===== config.mk =====
export PLATFORM = sky130hd
export DESIGN_NAME = reg_file_flat
export DESIGN_NICKNAME = d
export VERILOG_FILES = /design/src/rtl/reg_file_pkg.sv /design/src/rtl/reg_file_if.sv /design/src/rtl/reg_file_sb_counter.sv /design/src/rtl/reg_file.sv /design/src/flat_wrapper.sv
export SDC_FILE = /design/constraint.sdc
export NUM_CORES = 2
export LEC_CHECK = 0
export CORE_ASPECT_RATIO = 1.5
export CORE_MARGIN = 1.5
export CORE_UTILIZATION = 57
export DETAILED_ROUTE_END_ITERATION = 8
export HOLD_SLACK_MARGIN = 0.12
export PLACE_DENSITY = 0.77
export SETUP_SLACK_MARGIN = 0.5
export SLEW_MARGIN = 0
export SYNTH_ARGS = -nofsm -noshare
export SYNTH_HDL_FRONTEND = slang
export SYNTH_SLANG_ARGS = --single-unit
export TNS_END_PERCENT = 10

===== constraint.sdc =====
create_clock -name clk -period 2.29 [get_ports clk]
set_clock_uncertainty 0.2 [all_clocks]
set_input_delay 0.3435 -clock clk [delete_from_list [all_inputs] [get_ports clk]]
set_output_delay 0.3435 -clock clk [all_outputs]
set_load 0.02 [all_outputs]

===== src/rtl/reg_file_pkg.sv =====
// rtl/reg_file_pkg.sv - shared widths and types for the integer register file
//
// Purpose : common constants (XLEN, register address width, register count)
//           and the data/address types used by the register file slice.
// Ports   : none (package).

package reg_file_pkg;

  localparam int XLEN       = 32;
  localparam int REG_ADDR_W = 5;
  localparam int NUM_REGS   = 32;

  typedef logic [REG_ADDR_W-1:0] reg_addr_t;
  typedef logic [XLEN-1:0]       xlen_t;

endpackage


===== src/rtl/reg_file_if.sv =====
// rtl/reg_file_if.sv - decode/write-back bundle for the register file
//
// Purpose : groups the read ports, write-back port, scoreboard set/clear
//           strobes and the sticky scoreboard error flags.
// Modports: master - decode/write-back side (drives addresses, writes, strobes)
//           slave  - register file side (drives read data, busy, error flags)

interface reg_file_if;
  import reg_file_pkg::*;

  reg_addr_t rs1_addr;
  reg_addr_t rs2_addr;
  xlen_t     rs1_data;
  xlen_t     rs2_data;
  logic      rs1_busy;
  logic      rs2_busy;

  logic      rf_wen;
  reg_addr_t rf_waddr;
  xlen_t     rf_wdata;

  logic      sb_set;
  reg_addr_t sb_set_rd;
  logic      sb_clr;
  reg_addr_t sb_clr_rd;

  logic      sb_overflow;
  logic      sb_underflow;

  modport master (
    output rs1_addr, rs2_addr,
    output rf_wen, rf_waddr, rf_wdata,
    output sb_set, sb_set_rd, sb_clr, sb_clr_rd,
    input  rs1_data, rs2_data, rs1_busy, rs2_busy,
    input  sb_overflow, sb_underflow
  );

  modport slave (
    input  rs1_addr, rs2_addr,
    input  rf_wen, rf_waddr, rf_wdata,
    input  sb_set, sb_set_rd, sb_clr, sb_clr_rd,
    output rs1_data, rs2_data, rs1_busy, rs2_busy,
    output sb_overflow, sb_underflow
  );

endinterface


===== src/rtl/reg_file_sb_counter.sv =====
// rtl/reg_file_sb_counter.sv - saturating pending-write counter for one register
//
// Purpose : counts in-flight writes to a single architectural register.
// Ports   : clk, rst_n   - clock, asynchronous active-low reset
//           set          - an instruction writing this register was issued
//           clr          - an instruction writing this register retired
//           cnt          - current number of in-flight writes
//           ovf / unf    - single-cycle pulses: set at max / clr at zero

module reg_file_sb_counter #(
  parameter int CNT_W = 2
) (
  input  logic             clk,
  input  logic             rst_n,
  input  logic             set,
  input  logic             clr,
  output logic [CNT_W-1:0] cnt,
  output logic             ovf,
  output logic             unf
);

  localparam logic [CNT_W-1:0] CNT_MAX = '1;

  logic [CNT_W-1:0] cnt_nxt;

  // Simultaneous set and clr cancel: one issue and one retire leave the
  // in-flight count unchanged, even at the saturation limits.
  always_comb begin
    cnt_nxt = cnt;
    ovf     = 1'b0;
    unf     = 1'b0;
    if (set && !clr) begin
      if (cnt == CNT_MAX) ovf = 1'b1;
      else                cnt_nxt = cnt + 1'b1;
    end else if (clr && !set) begin
      if (cnt == '0) unf = 1'b1;
      else           cnt_nxt = cnt - 1'b1;
    end
  end

  always_ff @(posedge clk or negedge rst_n) begin
    if (!rst_n) cnt <= '0;
    else        cnt <= cnt_nxt;
  end

endmodule


===== src/rtl/reg_file.sv =====
// rtl/reg_file.sv - x0..x31 register file with pending-write scoreboard
//
// Purpose : two combinational read ports, one write-back port, per-register
//           pending-write counters driving per-source busy flags, and sticky
//           overflow/underflow error flags.
// Ports   : clk, rst_n - core clock, asynchronous active-low reset
//           rf         - reg_file_if.slave (read ports, write port,
//                        scoreboard set/clear, busy and error flags)
// Params  : BYPASS - forward same-cycle write data to reads and busy
//           CNT_W  - width of each pending-write counter

module reg_file
  import reg_file_pkg::*;
#(
  parameter bit BYPASS = 1'b1,
  parameter int CNT_W  = 2
) (
  input  logic         clk,
  input  logic         rst_n,
  reg_file_if.slave    rf
);

  localparam logic [CNT_W-1:0] CNT_ONE = CNT_W'(1);

  // x0 has no storage; reads of address 0 are forced to zero below.
  xlen_t            regs    [1:NUM_REGS-1];
  logic [CNT_W-1:0] cnt     [NUM_REGS];
  logic [NUM_REGS-1:1] ovf_vec;
  logic [NUM_REGS-1:1] unf_vec;
  logic             overflow_q;
  logic             underflow_q;

  // Data array: the write-back port already filters x0, but it is
  // rejected here as well so a stray write can never corrupt reads.
  always_ff @(posedge clk or negedge rst_n) begin
    if (!rst_n) begin
      for (int i = 1; i < NUM_REGS; i++) regs[i] <= '0;
    end else if (rf.rf_wen && (rf.rf_waddr != '0)) begin
      regs[rf.rf_waddr] <= rf.rf_wdata;
    end
  end

  // Scoreboard: one counter per writable register; x0 is permanently idle,
  // so set/clr aimed at x0 never reach a counter and cannot raise errors.
  assign cnt[0] = '0;

  for (genvar g = 1; g < NUM_REGS; g++) begin : g_sb
    logic set_hit;
    logic clr_hit;

    assign set_hit = rf.sb_set && (rf.sb_set_rd == REG_ADDR_W'(g));
    assign clr_hit = rf.sb_clr && (rf.sb_clr_rd == REG_ADDR_W'(g));

    reg_file_sb_counter #(.CNT_W(CNT_W)) u_cnt (
      .clk   (clk),
      .rst_n (rst_n),
      .set   (set_hit),
      .clr   (clr_hit),
      .cnt   (cnt[g]),
      .ovf   (ovf_vec[g]),
      .unf   (unf_vec[g])
    );
  end

  always_ff @(posedge clk or negedge rst_n) begin
    if (!rst_n) begin
      overflow_q  <= 1'b0;
      underflow_q <= 1'b0;
    end else begin
      overflow_q  <= overflow_q  | (|ovf_vec);
      underflow_q <= underflow_q | (|unf_vec);
    end
  end

  assign rf.sb_overflow  = overflow_q;
  assign rf.sb_underflow = underflow_q;

  function automatic xlen_t read_val(input reg_addr_t addr, input xlen_t arr_val,
                                     input logic wen, input reg_addr_t waddr,
                                     input xlen_t wdata);
    if (addr == '0)                        return '0;
    if (BYPASS && wen && (waddr == addr))  return wdata;
    return arr_val;
  endfunction

  // Busy is suppressed when the last in-flight write to the source retires
  // this very cycle with its data on the write port, because that data is
  // already being forwarded. A same-cycle issue to the source deliberately
  // does not count: the issuing instruction reads its sources first.
  function automatic logic busy_val(input reg_addr_t addr, input logic [CNT_W-1:0] c,
                                    input logic clr, input reg_addr_t clr_rd,
                                    input logic wen, input reg_addr_t waddr);
    if (c == '0) return 1'b0;
    if (BYPASS && clr && (clr_rd == addr) && (c == CNT_ONE) && wen && (waddr == addr))
      return 1'b0;
    return 1'b1;
  endfunction

  assign rf.rs1_data = read_val(rf.rs1_addr, regs[rf.rs1_addr], rf.rf_wen,
                                rf.rf_waddr, rf.rf_wdata);
  assign rf.rs2_data = read_val(rf.rs2_addr, regs[rf.rs2_addr], rf.rf_wen,
                                rf.rf_waddr, rf.rf_wdata);

  assign rf.rs1_busy = busy_val(rf.rs1_addr, cnt[rf.rs1_addr], rf.sb_clr,
                                rf.sb_clr_rd, rf.rf_wen, rf.rf_waddr);
  assign rf.rs2_busy = busy_val(rf.rs2_addr, cnt[rf.rs2_addr], rf.sb_clr,
                                rf.sb_clr_rd, rf.rf_wen, rf.rf_waddr);

endmodule


===== src/flat_wrapper.sv =====
// flat-port wrapper written by rule: the top's interface ports become plain ports
module reg_file_flat import reg_file_pkg::*;
#(
  parameter bit BYPASS = 1'b1,
  parameter int CNT_W  = 2
)
  (clk, rst_n, rf_rs1_addr, rf_rs2_addr, rf_rf_wen, rf_rf_waddr, rf_rf_wdata, rf_sb_set, rf_sb_set_rd, rf_sb_clr, rf_sb_clr_rd, rf_rs1_data, rf_rs2_data, rf_rs1_busy, rf_rs2_busy, rf_sb_overflow, rf_sb_underflow);
  reg_file_if rf_i ();
  input  logic clk;
  input  logic rst_n;
  input wire logic [$bits(rf_i.rs1_addr)-1:0] rf_rs1_addr;
  input wire logic [$bits(rf_i.rs2_addr)-1:0] rf_rs2_addr;
  input wire logic [$bits(rf_i.rf_wen)-1:0] rf_rf_wen;
  input wire logic [$bits(rf_i.rf_waddr)-1:0] rf_rf_waddr;
  input wire logic [$bits(rf_i.rf_wdata)-1:0] rf_rf_wdata;
  input wire logic [$bits(rf_i.sb_set)-1:0] rf_sb_set;
  input wire logic [$bits(rf_i.sb_set_rd)-1:0] rf_sb_set_rd;
  input wire logic [$bits(rf_i.sb_clr)-1:0] rf_sb_clr;
  input wire logic [$bits(rf_i.sb_clr_rd)-1:0] rf_sb_clr_rd;
  output wire logic [$bits(rf_i.rs1_data)-1:0] rf_rs1_data;
  output wire logic [$bits(rf_i.rs2_data)-1:0] rf_rs2_data;
  output wire logic [$bits(rf_i.rs1_busy)-1:0] rf_rs1_busy;
  output wire logic [$bits(rf_i.rs2_busy)-1:0] rf_rs2_busy;
  output wire logic [$bits(rf_i.sb_overflow)-1:0] rf_sb_overflow;
  output wire logic [$bits(rf_i.sb_underflow)-1:0] rf_sb_underflow;
  assign rf_i.rs1_addr = rf_rs1_addr;
  assign rf_i.rs2_addr = rf_rs2_addr;
  assign rf_i.rf_wen = rf_rf_wen;
  assign rf_i.rf_waddr = rf_rf_waddr;
  assign rf_i.rf_wdata = rf_rf_wdata;
  assign rf_i.sb_set = rf_sb_set;
  assign rf_i.sb_set_rd = rf_sb_set_rd;
  assign rf_i.sb_clr = rf_sb_clr;
  assign rf_i.sb_clr_rd = rf_sb_clr_rd;
  assign rf_rs1_data = rf_i.rs1_data;
  assign rf_rs2_data = rf_i.rs2_data;
  assign rf_rs1_busy = rf_i.rs1_busy;
  assign rf_rs2_busy = rf_i.rs2_busy;
  assign rf_sb_overflow = rf_i.sb_overflow;
  assign rf_sb_underflow = rf_i.sb_underflow;
  reg_file #(.BYPASS(BYPASS), .CNT_W(CNT_W)) u_core (.clk(clk), .rst_n(rst_n), .rf(rf_i));
endmodule

======== Word level (Yosys, flattened, before mapping) ========
Cells that the tools add are included.
Widths: inputs -> output; s select.
storage, ports and cells
  register bits after elaboration ......... 1056
  bits in latches ......................... 0
  bits in writable memories ............... 0
  ROM bits ................................ 0
  input bits .............................. 62
  output and inout port bits .............. 68
  memories kept ........................... 0
cells by class
  add/subtract/negate cells ............... 62
  multipliers ............................. 0
  div/mod/pow operators ................... 0
  magnitude comparators ................... 4
  equality and inequality tests ........... 161
  shift-type cells ........................ 0
  muxes and demuxes ....................... 322
  bitwise logic cells ..................... 5
  reductions and logical operators ........ 298
operators with widths
  cell                 count
  $bwmux 992           1
  $mux 32              13
  $bmux 32 s5          2
  $mux 2               128
  $mux 1               175
  $demux 32 s5         1
  $eq 5x5->1 const B   32
  $logic_and 1x1->1    136
  $ne 2x2->1 const B   62
  $reduce_and 3->1     31
  $eq 5x4->1 const B   16
  $logic_not 2->1      33
  $add 2x1->2 const B  31
  $eq 2x2->1 const B   31
  $logic_not 1->1      62
  $reduce_bool 2->1    31
  $reduce_or 31->1     2
  $sub 2x1->2 const B  31
  $eq 5x3->1 const B   8
  $bmux 2 s5           2
  $eq 5x2->1 const B   4
  $eq 5x5->1           4
  $ge 6x6->1 const B   3
  $not 5->6            3
  6 further kinds      10

======== Depth between registers and ports, before layout ========
  word-level depth ........................ 12
  depth in mapped cells ................... 10

======== By module ========
Synthesis repeated with hierarchy kept, for this count alone.
unflattened totals
  cells, all modules ...................... 4298
  area, all modules ....................... 59987.5 um^2
by module, submodules not included
  module               times used  cells each  area each (um^2)  seq. area each (um^2)
  reg_file             1           3833        55604.6           24873.9
  reg_file_sb_counter  31          15          141.4             50.0

======== Least setup slack after synthesis ========
No wires, ideal clock.
  kind .................................... input -> output
  start point ............................. input rf_rs2_addr[0]
  end point ............................... output rf_rs2_data[23]
  data arrival time ....................... 2.302 ns
  required time ........................... 1.747 ns
  setup slack ............................. -0.556 ns
  cell stages on the path ................. 9
  path buffers ............................ 5
  path through ............................ buf_4 -> buf_6 -> buf_6 -> buf_4 -> buf_4 -> a21oi_1 -> a21oi_1 -> o221a_1 -> o41ai_1
on the way
  longest elaborated chain between the ends .. 6
ends and longest elaborated chain
  element                                                                RTL line                         text
  start: declaration                                                     flat_wrapper.sv:12               input wire logic [$bits(rf_i.rs2_addr)-1:0] rf_rs2_addr;
  $not 5->6 (not written as such) or $eq 5x5->1 (tied branches)          reg_file.sv:101, reg_file.sv:82
  $bmux 32 s5 or $logic_and 1x1->1 (tied branches)                       reg_file.sv:101, reg_file.sv:82
  $mux 32 (not written as such) or $mux 1 (tied branches) (2 in series)  reg_file.sv:101, reg_file.sv:82
  $mux 32                                                                reg_file.sv:83                   return arr_val;
  $mux 32 (*)                                                            reg_file.sv:82                   if (BYPASS && wen && (waddr == addr)) return wdata;
  end: declaration                                                       flat_wrapper.sv:21               output wire logic [$bits(rf_i.rs2_data)-1:0] rf_rs2_data;
Mark *: on every way between the ends. The rest lies on a longest branch, timed or not. The select of a mux whose other input is x is not followed.

======== Worst setup path after layout ========
  start point ............................. register u_core.regs[277] (netlist bit)
  end point ............................... output rf_rs2_data[21]
on the way
  longest elaborated chain between the ends .. 5
ends and longest elaborated chain
  element                                      RTL line         text
  start: declaration                           reg_file.sv:26   xlen_t regs [1:NUM_REGS-1];
  start signal: indexed assignment             reg_file.sv:39   regs[rf.rf_waddr] <= rf.rf_wdata;
  $bmux 32 s5                                  reg_file.sv:101  assign rf.rs2_data = read_val(rf.rs2_addr, regs[rf.rs2_addr], rf.rf_wen,
  $mux 32 (not written as such) (2 in series)  reg_file.sv:101
  $mux 32                                      reg_file.sv:83
  $mux 32                                      reg_file.sv:82
Every way passes these cells. The select of a mux whose other input is x is not followed.

==> metrics.csv <==
metric;value;unit
CP max stage cell;mux4_2;
CTS tree;done;
CTS buffer count;103;
post-layout util;0.756;
antenna violations before repair;10;
failing checks;setup timing;
Slew headroom;0.400;
VDD IR max;667;µV
leakage;0.0354;µW
row count;145;
Synth Flop Type;dfrtp_1;
Worst Setup Start Kind;flip-flop;
Synth cell types;65;
delay-heaviest family, CP;multiplexers;
Die Height;400;µm
Power Dens Cells;764;mW/mm²
Worst Path Required;1.75;ns
sw frac;0.299;
routability cong.;1.08;
Worst Slack Setup Final;-1.35;ns
combinational share of power;0.283;
Total GRT Usage;0.460;
CP max stage delay;0.58;ns
Reg clk slew, reported paths;0.07;ns
element type at the critical path end;output port;
Worst Path Class, Setup;flip-flop to output port;
cell internal pwr;42100;µW
DRC Markers;0;
max-slew violations;0;
sw power;18000;µW
Hold Crit Class;input port to flip-flop;
most common cell after layout, fill and taps aside;dfrtp_1;
Net count, final;5525;
DR vias/cell;7.21;
Die X-Extent;267;µm
warning count from the yosys run;0;
vias in the first global route;52100;
port bufs;129;
DPL Wire Length;160000;µm
syn_nets;4499;
Worst Path Max Fanout;3;
Final Hold Vio Count;0;
critical path, cell by cell;mux4_2 -> a22oi_2 -> o211ai_1 -> nor3_4 -> buf_4 -> o21ai_2 -> buf_6;
Clk network pwr share;0.305;
RSZ-0062 raised after global routing;yes;
Post-Route WL;242000;µm
Seq pwr share;0.412;
most frequent cells in the layout;dfrtp_1, mux2_2, buf_4;
Core Region;0.104;mm²
clock latency on the worst-skew pair;0.76;ns
Final period util;1.59;
grt ovf;0;
Netlist Area Pre-Place;0.0598;mm²
clk buf depth;3;
# IOs;130;
initial DRC count;6411;
fmax;0.275;GHz
Area growth syn-to-layout;31.6;%
Final Critical Period;3.64;ns
Post-Syn Area per Cell;13.7;µm²
Root Driver;clkbuf_16;
total die area;0.107;mm²
synthesized instance count;4375;
first-pass GRT wire length;351000;µm
Initial DRT Pass Iterations;8;
WP buf/inv;2;
routed vias;49600;
flop2flop setup slack;0.26;ns
initial core utilization;0.574;
Post-synth ARST share;1.00;
Final ANT Viol Nets;0;
number of synthesized register bits;1056;
wire length per cell;35.1;µm
Worst-Margin Slew;0.900;ns
# H-tree levels;3;
EDFF count, synth;0;
Critical Path AT;3.09;ns
Seq/Total Area, Yosys;0.442;
post-place setup slack;-1.44;ns
Sink Count;1056;
largest net degree at the start of global routing;107;
Final setup viols;66;
layout cells sized above 1;0.616;
status;complete, but fails checks;
Max-cap violations;0;
## cell usage after synthesis (12+ instances only)
cell type | instances | share of area
nor2_1 | 126 | 0.0079
a22o_1 | 17 | 0.0025
o22ai_1 | 58 | 0.0061
mux2i_1 | 74 | 0.012
mux2_1 | 23 | 0.0043
nor2b_1 | 64 | 0.0067
dfrtp_1 | 1056 | 0.44
a211oi_1 | 28 | 0.0035
inv_1 | 86 | 0.0054
a221oi_1 | 55 | 0.0081
a32o_1 | 23 | 0.0038
xnor2_1 | 16 | 0.0023
nand4_1 | 12 | 0.0013
clkbuf_1 | 189 | 0.012
a22oi_1 | 45 | 0.0056
nand2_1 | 186 | 0.012
o21ai_0 | 96 | 0.0080
nor4_1 | 36 | 0.0038
buf_4 | 36 | 0.0045
o211ai_1 | 19 | 0.0024
nand3_1 | 68 | 0.0057
ha_1 | 62 | 0.013
mux4_2 | 474 | 0.18
buf_1 | 53 | 0.0033
nor4b_1 | 31 | 0.0045
nor3_1 | 13 | 0.0011
mux2_2 | 1049 | 0.20
o21bai_1 | 31 | 0.0039
a21oi_1 | 73 | 0.0061
buf_2 | 131 | 0.011
## registers in the layout, summed over array words and instances, names as in the netlist
signal and flops:
u_core.g_sb.u_cnt.cnt 62, u_core.regs 992, u_core.rf.sb_underflow 1, u_core.rf.sb_overflow 1
## worst paths after layout
| path | startpoint | endpoint | depth (start not counted) |
|---|---|---|---|
| hold / removal | rf_sb_clr_rd[2] | u_core.g_sb[14].u_cnt.cnt[1] | 7 |
| setup reg to reg | u_core.g_sb[24].u_cnt.cnt[0] | u_core.rf.sb_underflow | 7 |
| hold reg to reg | u_core.regs[176] | u_core.regs[176] | 1 |
| min in group asynchronous | rst_n | u_core.regs[269] | 3 |
| setup / recovery | u_core.regs[277] | rf_rs2_data[21] | 7 |
| max in group asynchronous | rst_n | u_core.regs[835] | 3 |
## cells by family (layout without fill, tap and decap cells)
logic type      Yosys count  count (layout)  synth area share
fa+ha+maj                62              62            0.0130
xor+xnor                 20              20           0.00293
mux                    1620            1620             0.393
compound gates          511             511            0.0608
flops                  1056            1056             0.442
other cells               0               3                 0
simple gates            596             596            0.0497
buf+inv                 510            1624            0.0390
## area by class of cell
type / count / area [µm²]
Sequential cell: 1056 / 26400
Fill cell: 5916 / 25500
Clock inverter: 51 / 609
Clock buffer: 142 / 2960
Multi-Input combinational cell: 2809 / 33600
Inverter: 87 / 327
Antenna cell: 3 / 7.51
Timing Repair Buffer: 1344 / 13000
Tap cell: 1396 / 1750
## repair_timing
item	4_1_cts	5_1_grt
gates cloned	3	1
resized for setup	578	124
setup buffers	60	21
pin swaps	129	70
hold buffers	2	0
endpoints found under the hold margin	1057	0
endpoints found under the setup margin	1070	419
## power by group through the flow
stage	registers [µW]	clock network (µW)	logic [µW]
2_1_floorplan	24000	0	9190
3_3_place_gp	24400	0	14900
3_5_place_dp	24700	0	15300
4_1_cts	24500	18300	16200
5_1_grt	25000	19100	17600
6_report	24800	18300	17000
## worst min-delay path: stages
cell	delay (ns)
buf_4	0.14
nand2b_4	0.08
nor2_4	0.07
nand2_2	0.08
ha_1	0.19
o21ai_0	0.08
nand2_1	0.06
## per-layer routing
layer / GRT usage / wire length (µm)
met5: 0.00596 / 46
met4: 0.455 / 29500
met3: 0.179 / 30300
met2: 0.678 / 107000
met1: 0.499 / 74800
## metrics by stage
step           area (µm²)  cells  hold WS [ns]  setup TNS [ns]  power [µW]
2_1_floorplan       61300   4375        -0.152           -9.25       33200
3_3_place_gp        72600   6605        0.0820         -506.34       39300
3_5_place_dp        72600   6605        0.0921         -515.80       40000
4_1_cts             78000   6863        0.0969          -53.77       58900
5_1_grt             78700   6885         0.156          -57.06       61700
6_report            78700   6888         0.123          -55.75       60100
Note: power is estimated with default switching activity, not from simulation.
